==> src/rtl/mon_graph_ctrl.sv <==
// Monitor/host RAM arbiter: drains lookup pipeline, runs host writes, resumes.
// Optional load checksum register built when MON_LOAD_CSUM_EN is defined.
module mon_graph_ctrl #(
  parameter int DRAIN_CYCLES = 4,
  parameter int ADDR_W       = 11
) (
  input  logic              core_sp_clk,
  input  logic              reset,
  input  logic [ADDR_W-1:0] mon_addr,
  input  logic              host_req,
  input  logic              host_sel,
  input  logic [ADDR_W-1:0] host_addr,
  input  logic [31:0]       host_wdata,
  output logic              host_ack,
  output logic [ADDR_W-1:0] ram_addr,
  output logic [31:0]       ram_wdata,
  output logic [3:0]        bb_we,
  output logic [3:0]        nh_we,
  output logic              mon_stall,
  output logic              fifo_flush,
  output logic [31:0]       load_csum
);

  typedef enum logic [1:0] {
    MON,
    DRAIN,
    LOAD,
    RESUME
  } state_t;

  localparam logic [3:0] CNT_INIT = 4'(DRAIN_CYCLES - 1);

  state_t     state;
  logic [3:0] cnt;
  logic       acked;
  logic       write;

  // A write is refused on the cycle right after an ack.
  assign write = (state == LOAD) && host_req && !acked;

  always_ff @(posedge core_sp_clk or negedge reset) begin
    if (!reset) begin
      state <= MON;
      cnt   <= '0;
      acked <= 1'b0;
    end else begin
      acked <= write;
      unique case (state)
        MON: begin
          if (host_req) begin
            state <= DRAIN;
            cnt   <= CNT_INIT;
          end
        end
        DRAIN: begin
          if (cnt == 4'd0) state <= LOAD;
          else cnt <= cnt - 4'd1;
        end
        LOAD: begin
          if (!host_req) state <= RESUME;
        end
        RESUME: state <= MON;
        default: state <= MON;
      endcase
    end
  end

  assign ram_addr   = (state == LOAD && host_req) ? host_addr : mon_addr;
  assign ram_wdata  = write ? host_wdata : 32'h0;
  assign bb_we      = (write && !host_sel) ? 4'hF : 4'h0;
  assign nh_we      = (write && host_sel) ? 4'hF : 4'h0;
  assign host_ack   = write;
  assign mon_stall  = (state != MON);
  assign fifo_flush = (state == RESUME);

`ifdef MON_LOAD_CSUM_EN
  logic [31:0] csum;

  always_ff @(posedge core_sp_clk or negedge reset) begin
    if (!reset) begin
      csum <= '0;
    end else if (state == DRAIN && cnt == 4'd0) begin
      csum <= '0;
    end else if (write) begin
      csum <= csum ^ host_wdata;
    end
  end

  assign load_csum = csum;
`else
  assign load_csum = 32'h0;
`endif

endmodule
==> config.mk <==
export PLATFORM = sky130hd
export DESIGN_NAME = mon_graph_ctrl
export DESIGN_NICKNAME = d
export VERILOG_FILES = /design/src/rtl/mon_graph_ctrl.sv
export SDC_FILE = /design/constraint.sdc
export NUM_CORES = 1
export LEC_CHECK = 0
export ABC_AREA = 0
export BUFFER_PORTS_ARGS = -buffer_cell sky130_fd_sc_hd__buf_2
export CAP_MARGIN = 20
export CORE_MARGIN = 2
export CORE_UTILIZATION = 31
export CTS_BUF_LIST = sky130_fd_sc_hd__clkbuf_8
export DETAILED_ROUTE_END_ITERATION = 10
export GPL_TIMING_DRIVEN = 0
export PLACE_DENSITY = 0.77
export SKIP_LAST_GASP = 1
export SYNTH_ARGS = -nofsm -noshare
export SYNTH_HDL_FRONTEND = slang
export SYNTH_SLANG_ARGS = --single-unit
==> constraint.sdc <==
create_clock -name core_sp_clk -period 1.7 [get_ports core_sp_clk]
set_input_delay 0.34 -clock core_sp_clk [delete_from_list [all_inputs] [get_ports core_sp_clk]]
set_output_delay 0.34 -clock core_sp_clk [all_outputs]
set_load 0.1 [all_outputs]
# [After elaboration in Yosys (flattened, before gate mapping)]
# Index checks and enable logic that the tools add are counted.
[op_classes] n_addsub=1 n_reduce_logical=12 eq_ne=7 n_mux=11
[ops] op="$mux W32" count=1
[ops] op="$mux W4" count=4
[ops] op="$mux W11" count=1
[ops] op="$ne A2 B2 Y1 const B" count=4
[ops] op="$pmux W2 S4" count=1
[ops] op="$pmux W4 S2" count=1
[ops] op="$mux W2" count=3
[ops] op="$reduce_and A3 Y1" count=2
[ops] op="$eq A2 B2 Y1 const B" count=2
[ops] op="$logic_and A1 B1 Y1" count=4
[ops] op="$logic_not A4 Y1" count=1
[ops] op="$reduce_bool A2 Y1" count=2
[ops] op="$sub A4 B1 Y4 const B" count=1
[ops] op="$eq A2 B1 Y1 const B" count=1
[ops] op="$logic_not A1 Y1" count=2
[ops] op="$logic_not A2 Y1" count=1
[totals] out_inout_bits=86 inputBits=58 ff_bits=7

# [Logic depth before layout (Yosys ltp)]
# Gate-level depths: netlist of run 1.
[depth] depth_word=5 ltp_mapped=6

# [Worst setup path before layout of run 1]
# No wires, ideal clock.
[synth_path] path_type="register to output" from="reg state[0]" to="out bb_we[1]" arrival_ns=3.709 t_required_ns=1.360 path_stages_with_launch=7 path_buffers=2 setup_slack_ns=-2.349 cell_sequence="dfrtp_1 -> inv_1 -> ha_1 -> nand2_2 -> buf_6 -> nor3_1 -> buf_4"
[synth_between] elab_chain_len=5
[synth_lines] element="start: declaration" line="33" text="state_t state;"
[synth_lines] element="start signal: assignment" line="43" text="state <= MON;"
[synth_lines] element="start signal: assignment" line="51" text="state <= DRAIN;"
[synth_lines] element="start signal: assignment" line="56" text="if (cnt == 4'd0) state <= LOAD;"
[synth_lines] element="$eq A2 B2 Y1" line="39" text="assign write = (state == LOAD) && host_req && !acked;"
[synth_lines] element="$logic_and A1 B1 Y1 (2 in series)" line="39"
[synth_lines] element="$logic_and A1 B1 Y1" line="70" text="assign bb_we = (write && !host_sel) ? 4'hF : 4'h0;"
[synth_lines] element="$mux W4" line="70"
[synth_lines] element="end: declaration" line="17" text="output logic [3:0] bb_we,"
# No other way between the ends.

# [Worst setup path after layout of run 1]
# Ends and elaborated chain as after synthesis.

==> results of run 1 <==
==> final cells by class <==
type | instances | area [um^2] | area share, %
repair buffers | 123 | 1380 | 45.5
flip-flops and latches | 7 | 175 | 5.78
plain buffers | 42 | 413 | 13.6
clock inverters | 1 | 3.75 | 0.124
clock buffers | 3 | 41.3 | 1.36
well taps | 48 | 60.1 | 1.98
inverters | 7 | 26.3 | 0.867
multi-input cells | 120 | 933 | 30.8
==> placed cells by master, fill, tap and decap left out, types with 4 or more instances in the layout <==
cell,instances
sky130_fd_sc_hd__ha_1,4
sky130_fd_sc_hd__buf_12,48
sky130_fd_sc_hd__dfrtp_1,7
sky130_fd_sc_hd__conb_1,32
sky130_fd_sc_hd__buf_6,14
sky130_fd_sc_hd__a21oi_1,6
sky130_fd_sc_hd__buf_2,58
sky130_fd_sc_hd__inv_1,7
sky130_fd_sc_hd__buf_4,40
sky130_fd_sc_hd__nor2_1,5
sky130_fd_sc_hd__mux2_4,11
sky130_fd_sc_hd__and2_4,30
==> per-stage QoR <==
step           hold slack, ns  total power (uW)  std cells
2_1_floorplan          0.0444              3150        176
3_3_place_gp            0.187              3500        335
3_5_place_dp            0.187              3530        335
4_1_cts                 0.483              4490        348
5_1_grt                 0.514              4840        351
6_report                0.486              4650        351
==> power by group through the flow <==
stage | registers, uW | clock network, uW | logic, uW
6_report | 341 | 226 | 4080
5_1_grt | 354 | 248 | 4230
3_5_place_dp | 348 | 0 | 3180
3_3_place_gp | 346 | 0 | 3160
4_1_cts | 338 | 236 | 3920
2_1_floorplan | 329 | 0 | 2820
==> layer usage <==
layer  part of all wire (%)  vias up
met4                    2.8        0
met3                    7.3       12
li1                       -      722
met1                     32      697
met5                      0        -
met2                     57       83
==> timing repair <==
action / 4_1_cts / 5_1_grt
endpoints found under the setup margin: 53 / 56
resized for setup: 196 / 7
hold buffers: 1 / 0
endpoints found under the hold margin: 7 / 0
cloned: 0 / 0
setup buffers: 8 / 3
pin swaps: 3 / 2
==> cells by family (layout without fill, tap and decap cells) <==
| logic type | count (synthesis) | after routing |
|---|---|---|
| buffers and inverters | 49 | 176 |
| AND/OR/NAND/NOR | 54 | 54 |
| AO/OA/AOI/OAI | 16 | 16 |
| adder cells (fa/ha/maj) | 7 | 7 |
| multiplexers | 11 | 11 |
| other | 1 | 32 |
| flip-flops | 7 | 7 |
==> sequential cells by signal, summed over array words and instances (netlist names) <==
signal  flops
state       2
cnt         4
acked       1
==> worst max-delay path by stage <==
stage / startpoint / endpoint / cells after the start
after global placement: state[0]$_DFFE_PN0P_ / bb_we[1] / 7
after global routing: state[0]$_DFFE_PN0P_ / bb_we[1] / 8
after detailed placement: state[0]$_DFFE_PN0P_ / bb_we[1] / 7
after floorplan: state[0]$_DFFE_PN0P_ / bb_we[1] / 6
final: state[0]$_DFFE_PN0P_ / bb_we[1] / 8
after CTS: state[0]$_DFFE_PN0P_ / nh_we[1] / 7
==> run_summary.xml, run 1 <==
<?xml version="1.0" encoding="UTF-8"?>
<metrics>
  <group name="drt">
    <metric name="detail_route.iter0.violations" unit="">29</metric>
    <metric name="drcViolationCount" unit="">0</metric>
    <metric name="wl_per_cell" unit="um">16.3</metric>
    <metric name="antenna_left" unit="">0</metric>
    <metric name="postRouteWirelength" unit="mm">5.72</metric>
    <metric name="vias" unit="">1514</metric>
    <metric name="number_of_search_and_repair_iterations_in_the_first_detailed_routing_pass" unit="">4</metric>
    <metric name="post_drt_via_cell_ratio" unit="">4.31</metric>
  </group>
  <group name="die">
    <metric name="floorplan.die.width" unit="um">66.1</metric>
    <metric name="ioPinCount" unit="">144</metric>
    <metric name="core" unit="um^2">3690</metric>
    <metric name="die-area" unit="um^2">4370</metric>
    <metric name="chipHeight" unit="um">66.1</metric>
    <metric name="initial_core_util" unit="%">32.4</metric>
    <metric name="core.rowCount" unit="">22</metric>
  </group>
  <group name="pwr">
    <metric name="cellPowerDensity" unit="nW/um^2">1530</metric>
    <metric name="irDropWorstVdd" unit="V">0.00111</metric>
    <metric name="power.share.switching" unit="%">59.6</metric>
    <metric name="net_switching_component_of_the_power" unit="uW">2770</metric>
    <metric name="combPwrFrac" unit="%">87.8</metric>
    <metric name="clock_power_share" unit="%">4.9</metric>
    <metric name="p_leak" unit="uW">0.00158</metric>
    <metric name="fraction_of_power_consumed_by_sequential_logic" unit="%">7.3</metric>
    <metric name="internal_power" unit="uW">1880</metric>
  </group>
  <group name="global_routing">
    <metric name="gr-max-usage-layer" unit="">met2</metric>
    <metric name="antenna_violations_before_repair" unit="">0</metric>
    <metric name="maximum_number_of_pins_on_one_net_before_global_route_repair" unit="">12</metric>
    <metric name="global_route.overflow_total" unit="">0</metric>
    <metric name="grt_util_all_layers" unit="%">23.2</metric>
    <metric name="grtUsageMet3" unit="%">5.28</metric>
    <metric name="grt_met1_usage" unit="%">22.7</metric>
    <metric name="number_of_global_route_vias_before_repair" unit="">1422</metric>
    <metric name="global_route.usage.met2" unit="%">46.6</metric>
    <metric name="grt_pass1_wl" unit="mm">7.51</metric>
  </group>
  <group name="placed_design">
    <metric name="detailed_place.area" unit="um^2">2130</metric>
    <metric name="worst_case_setup_slack_after_placement" unit="ns">-0.480</metric>
    <metric name="placement.io_buffers" unit="">111</metric>
    <metric name="placer_congestion" unit="">0.762</metric>
    <metric name="hpwl_after_dpl" unit="mm">3.17</metric>
  </group>
  <group name="synthesis">
    <metric name="largest_area_contributor_in_the_netlist" unit="">sky130_fd_sc_hd__buf_4</metric>
    <metric name="synth_xor_area_share" unit="%">0</metric>
    <metric name="synthesized_netlist_cell_count" unit="">145</metric>
    <metric name="yosys.cell_types.count" unit="">29</metric>
    <metric name="ys.flop_type" unit="">sky130_fd_sc_hd__dfrtp_1</metric>
    <metric name="synth-compound-area-share" unit="%">9.63</metric>
    <metric name="synth_common_cells" unit="">38 x sky130_fd_sc_hd__buf_4, 33 x sky130_fd_sc_hd__and2_1, 9 x sky130_fd_sc_hd__mux2_4</metric>
    <metric name="synth.most_common_cell" unit="">sky130_fd_sc_hd__buf_4</metric>
    <metric name="ys_top_cells_by_area" unit="">sky130_fd_sc_hd__buf_4 24%, sky130_fd_sc_hd__and2_1 17%, sky130_fd_sc_hd__dfrtp_1 15%</metric>
    <metric name="total_of_flip_flops_plus_latches_after_synthesis" unit="">7</metric>
    <metric name="async_reset_ff_share" unit="%">100</metric>
    <metric name="synth_top_family_by_area" unit="">buffers and inverters</metric>
    <metric name="yosys.area_share.adder" unit="%">7.33</metric>
    <metric name="synth.top_cell.area_share" unit="%">23.9</metric>
    <metric name="synth-edff-count" unit="">0</metric>
    <metric name="post_synth_and_or_nand_nor_area_fraction" unit="%">26.6</metric>
    <metric name="yosysWarningCount" unit="">0</metric>
    <metric name="multiplexer_area_fraction_after_synthesis" unit="%">13.2</metric>
    <metric name="share_of_the_yosys_chip_area_belonging_to_registers" unit="%">14.7</metric>
    <metric name="syn_area_per_cell" unit="um^2">8.24</metric>
    <metric name="syn-cell-area" unit="um^2">1190</metric>
  </group>
  <group name="setup_path">
    <metric name="crit_path_max_fanout" unit="">10</metric>
    <metric name="critical_path.n_buffers_inverters" unit="">5</metric>
    <metric name="critPathMostFrequentCell" unit="">sky130_fd_sc_hd__buf_12</metric>
    <metric name="startpoint_type" unit="">register</metric>
    <metric name="crit_path_end_kind" unit="">primary output</metric>
    <metric name="reg2reg_to" unit="">state[1]$_DFFE_PN0P_</metric>
    <metric name="worstPathCellList" unit="">inv_2 -&gt; ha_4 -&gt; nand2_4 -&gt; buf_8 -&gt; nor3_4 -&gt; buf_12 -&gt; buf_12 -&gt; buf_12</metric>
    <metric name="reg2reg_depth" unit="">6</metric>
    <metric name="critical_path.top_delay_family" unit="">buffers and inverters</metric>
    <metric name="cp_slowest_cell" unit="">sky130_fd_sc_hd__dfrtp_1</metric>
    <metric name="cp_slowest_stage_delay" unit="ns">0.39</metric>
    <metric name="critical_path_class" unit="">register to primary output</metric>
    <metric name="cp.required" unit="ns">1.36</metric>
    <metric name="regToRegSetupSlack" unit="ns">0.10</metric>
    <metric name="critPathArrivalTime" unit="ns">1.64</metric>
    <metric name="r2r-start" unit="">cnt[0]$_DFFE_PN0P_</metric>
  </group>
  <group name="run">
    <metric name="max-cap-violations" unit="">0</metric>
  </group>
  <group name="layout">
    <metric name="antennaDiodeCount" unit="">0</metric>
    <metric name="fillerInstances" unit="">185</metric>
    <metric name="post-route-util" unit="%">82.2</metric>
    <metric name="finalNetCount" unit="">369</metric>
    <metric name="final_layout_size_suffix_gt1_share" unit="%">73.6</metric>
    <metric name="final_design_area_no_fill" unit="um^2">3030</metric>
    <metric name="area.growth.synth_to_final" unit="%">154</metric>
  </group>
  <group name="sta">
    <metric name="finalHoldViolations" unit="">0</metric>
    <metric name="final.period_utilization" unit="%">117</metric>
    <metric name="post-route-worst-setup-slack" unit="ns">-0.282</metric>
    <metric name="fin_crit" unit="ns">1.98</metric>
    <metric name="finalClockSkew" unit="ns">0.00285</metric>
    <metric name="timing.fmax" unit="MHz">505</metric>
    <metric name="final-setup-viol-count" unit="">52</metric>
    <metric name="grt_setup_unrepaired" unit="">yes</metric>
    <metric name="final.setup.tns" unit="ns">-12.56</metric>
    <metric name="slew_viol_final" unit="">0</metric>
  </group>
  <group name="clock_tree">
    <metric name="clock_path_buffers" unit="">2</metric>
    <metric name="clkSinkCount" unit="">7</metric>
    <metric name="cts_max_level" unit="">1</metric>
    <metric name="tritoncts.num_buffers" unit="">3</metric>
    <metric name="clock_latency" unit="ns">0.23</metric>
    <metric name="cts.reportedPaths.clkPinSlew" unit="ns">0.04</metric>
    <metric name="root_buffer_selected_by_cts" unit="">sky130_fd_sc_hd__clkbuf_8</metric>
    <metric name="tritoncts" unit="">built</metric>
  </group>
  <group name="worst_hold_path">
    <metric name="hold_path_class" unit="">primary input to asynchronous set/reset pin</metric>
  </group>
  <group name="run_status">
    <metric name="violations_in_the_final_reports" unit="">setup timing</metric>
    <metric name="status" unit="">finished, violations left</metric>
  </group>
</metrics>
Note: power is estimated with default switching activity, not from simulation.
==> run 2, diff against run 1 <==
--- a/config.mk
+++ b/config.mk
@@ -18,3 +18,4 @@
 export SYNTH_ARGS = -nofsm -noshare
 export SYNTH_HDL_FRONTEND = slang
 export SYNTH_SLANG_ARGS = --single-unit
+export TNS_END_PERCENT = 50
==> run 2 against run 1 <==
The flow still finishes with violations (setup timing). Register-to-register slack worse by 0.07 ns. First-iteration DRC count is 130% higher. Maximum frequency is 1.7% lower. Clock-buffer cell count stayed put. Highest routed layer unchanged.
==> run_summary.xml, run 2 (same netlist as run 1, synthesis figures left out) <==
<?xml version="1.0" encoding="UTF-8"?>
<metrics>
  <group name="die">
    <metric name="die-area" unit="um^2">4370</metric>
    <metric name="core.rowCount" unit="">22</metric>
    <metric name="initial_core_util" unit="%">32.4</metric>
    <metric name="ioPinCount" unit="">144</metric>
    <metric name="floorplan.die.width" unit="um">66.1</metric>
    <metric name="core" unit="um^2">3690</metric>
    <metric name="chipHeight" unit="um">66.1</metric>
  </group>
  <group name="pwr">
    <metric name="combPwrFrac" unit="%">87.1</metric>
    <metric name="clock_power_share" unit="%">5.1</metric>
    <metric name="cellPowerDensity" unit="nW/um^2">1540</metric>
    <metric name="internal_power" unit="uW">1710</metric>
    <metric name="p_leak" unit="uW">0.00152</metric>
    <metric name="power.share.switching" unit="%">61.5</metric>
    <metric name="irDropWorstVdd" unit="V">0.00102</metric>
    <metric name="fraction_of_power_consumed_by_sequential_logic" unit="%">7.8</metric>
    <metric name="net_switching_component_of_the_power" unit="uW">2730</metric>
  </group>
  <group name="layout">
    <metric name="antennaDiodeCount" unit="">0</metric>
    <metric name="final_common_cell" unit="">sky130_fd_sc_hd__buf_2</metric>
    <metric name="finalNetCount" unit="">367</metric>
    <metric name="register_bank_with_the_most_flops" unit="">cnt</metric>
    <metric name="final_layout_size_suffix_gt1_share" unit="%">70.1</metric>
    <metric name="layout_common_cells" unit="">61 x sky130_fd_sc_hd__buf_2, 47 x sky130_fd_sc_hd__buf_4, 38 x sky130_fd_sc_hd__buf_12</metric>
    <metric name="area.growth.synth_to_final" unit="%">141</metric>
    <metric name="final_design_area_no_fill" unit="um^2">2880</metric>
    <metric name="largest_register_ffs" unit="">4</metric>
    <metric name="reg_top3" unit="">cnt: 4 flops, state: 2 flops, acked: 1 flops</metric>
  </group>
  <group name="clock_tree">
    <metric name="cts_max_level" unit="">1</metric>
    <metric name="root_buffer_selected_by_cts" unit="">sky130_fd_sc_hd__clkbuf_8</metric>
    <metric name="clock_path_buffers" unit="">2</metric>
    <metric name="tritoncts.num_buffers" unit="">3</metric>
    <metric name="tritoncts" unit="">built</metric>
    <metric name="clock_latency" unit="ns">0.23</metric>
    <metric name="cts.reportedPaths.clkPinSlew" unit="ns">0.04</metric>
    <metric name="clkSinkCount" unit="">7</metric>
  </group>
  <group name="sta">
    <metric name="final.period_utilization" unit="%">119</metric>
    <metric name="hold_ws" unit="ns">0.473</metric>
    <metric name="fin_crit" unit="ns">2.02</metric>
    <metric name="finalClockSkew" unit="ns">0.000985</metric>
    <metric name="grt_setup_unrepaired" unit="">yes</metric>
    <metric name="timing.fmax" unit="MHz">496</metric>
    <metric name="slew_viol_final" unit="">0</metric>
    <metric name="post-route-worst-setup-slack" unit="ns">-0.316</metric>
    <metric name="final-setup-viol-count" unit="">53</metric>
    <metric name="finalHoldViolations" unit="">0</metric>
  </group>
  <group name="global_routing">
    <metric name="maximum_number_of_pins_on_one_net_before_global_route_repair" unit="">12</metric>
    <metric name="grt_util_all_layers" unit="%">23.1</metric>
    <metric name="antenna_violations_before_repair" unit="">0</metric>
    <metric name="grt_pass1_wl" unit="mm">7.56</metric>
    <metric name="number_of_global_route_vias_before_repair" unit="">1504</metric>
    <metric name="global_route.overflow_total" unit="">0</metric>
  </group>
  <group name="setup_path">
    <metric name="startpoint_type" unit="">register</metric>
    <metric name="worstPathCellList" unit="">inv_2 -&gt; ha_4 -&gt; nand2_8 -&gt; nor2_4 -&gt; and2_4 -&gt; buf_12 -&gt; buf_12</metric>
    <metric name="r2r-start" unit="">state[0]$_DFFE_PN0P_</metric>
    <metric name="crit_path_max_fanout" unit="">5</metric>
    <metric name="critical_path_class" unit="">register to primary output</metric>
    <metric name="cp_slowest_stage_delay" unit="ns">0.39</metric>
    <metric name="crit_path_end_kind" unit="">primary output</metric>
    <metric name="crit_start" unit="">state[0]$_DFFE_PN0P_</metric>
    <metric name="cp_slowest_cell" unit="">sky130_fd_sc_hd__dfrtp_1</metric>
    <metric name="critPathMostFrequentCell" unit="">sky130_fd_sc_hd__buf_12</metric>
    <metric name="critPathArrivalTime" unit="ns">1.68</metric>
    <metric name="reg2reg_depth" unit="">7</metric>
    <metric name="cp.required" unit="ns">1.36</metric>
  </group>
  <group name="drt">
    <metric name="vias" unit="">1492</metric>
    <metric name="drcViolationCount" unit="">0</metric>
    <metric name="post_drt_via_cell_ratio" unit="">4.28</metric>
    <metric name="detail_route.iter0.violations" unit="">67</metric>
    <metric name="number_of_search_and_repair_iterations_in_the_first_detailed_routing_pass" unit="">4</metric>
    <metric name="postRouteWirelength" unit="mm">5.56</metric>
    <metric name="wl_per_cell" unit="um">15.9</metric>
    <metric name="antenna_left" unit="">0</metric>
  </group>
  <group name="worst_hold_path">
    <metric name="hold_path_class" unit="">primary input to asynchronous set/reset pin</metric>
  </group>
  <group name="placed_design">
    <metric name="hpwl_after_dpl" unit="mm">3.27</metric>
    <metric name="placement.io_buffers" unit="">111</metric>
    <metric name="detailed_place.area" unit="um^2">2090</metric>
    <metric name="placer_congestion" unit="">0.753</metric>
  </group>
  <group name="run">
    <metric name="max-cap-violations" unit="">0</metric>
  </group>
  <group name="run_status">
    <metric name="violations_in_the_final_reports" unit="">setup timing</metric>
    <metric name="status" unit="">finished, violations left</metric>
  </group>
</metrics>
-- run 2: cell types whose count changed in the layout (fill, tap and decap cells not counted), sizes merged --
| cell | before | now |
|---|---|---|
| nor2 | 7 | 8 |
| buf | 164 | 161 |
-- run 2: layer usage --
layer / vias to the layer above / global-route usage [%] / wire, um
met5: - / 0 / 0
met4: 0 / 8.93 / 270
met3: 22 / 6.13 / 426
met2: 75 / 46.5 / 3240
met1: 678 / 21.4 / 1620
li1: 717 / - / -
-- run 2: layout make-up --
type | instances | area (um^2)
Inverter | 7 | 26.3
Multi-Input combinational cell | 121 | 910
Buffer | 42 | 418
Fill cell | 230 | 812
Clock inverter | 1 | 3.75
Timing Repair Buffer | 120 | 1240
Sequential cell | 7 | 175
Clock buffer | 3 | 41.3
Tap cell | 48 | 60.1
-- run 2: worst max-delay path, delay by kind of cell (launching register included) --
family	cells	cell delay (ns)
adder cells (fa/ha/maj)	1	0.16
AND/OR/NAND/NOR	3	0.53
buffers and inverters	3	0.36
flip-flops	1	0.39
-- run 2: timing repair --
| item | CTS | global route |
|---|---|---|
| resized for setup | 163 | 20 |
| buffers inserted | 5 | 1 |
| endpoints found under the setup margin | 53 | 58 |
| pin swaps | 13 | 2 |
| gates cloned | 3 | 0 |
| hold buffers | 1 | 0 |
| endpoints found under the hold margin | 7 | 0 |
-- run 2: stage by stage --
stage	setup TNS [ns]	instances	setup WS (ns)	total power, uW	util [%]
4_1_cts	-13.98	348	-0.309	4290	75.2
2_1_floorplan	-9.03	176	-0.738	3110	-
3_3_place_gp	-13.06	335	-0.442	3470	56.8
6_report	-13.64	349	-0.316	4440	78.0
5_1_grt	-17.71	349	-0.392	4620	78.0
3_5_place_dp	-13.81	335	-0.478	3500	56.8
-- run 2: worst paths after layout --
path | to | slack [ns]
max in group asynchronous | cnt[0]$_DFFE_PN0P_ | 1.07
min | state[1]$_DFFE_PN0P_ | 0.47
max reg2reg | state[1]$_DFFE_PN0P_ | 0.03
min in group core_sp_clk | cnt[2]$_DFFE_PN0P_ | 0.59
min reg2reg | cnt[3]$_DFFE_PN0P_ | 0.60
max | nh_we[2] | -0.32
-- run 2: power groups by stage --
stage / registers [uW] / clock network, uW / logic [uW]
2_1_floorplan: 329 / 0 / 2780
3_3_place_gp: 347 / 0 / 3120
3_5_place_dp: 351 / 0 / 3150
4_1_cts: 344 / 233 / 3720
5_1_grt: 361 / 244 / 4020
6_report: 345 / 225 / 3870
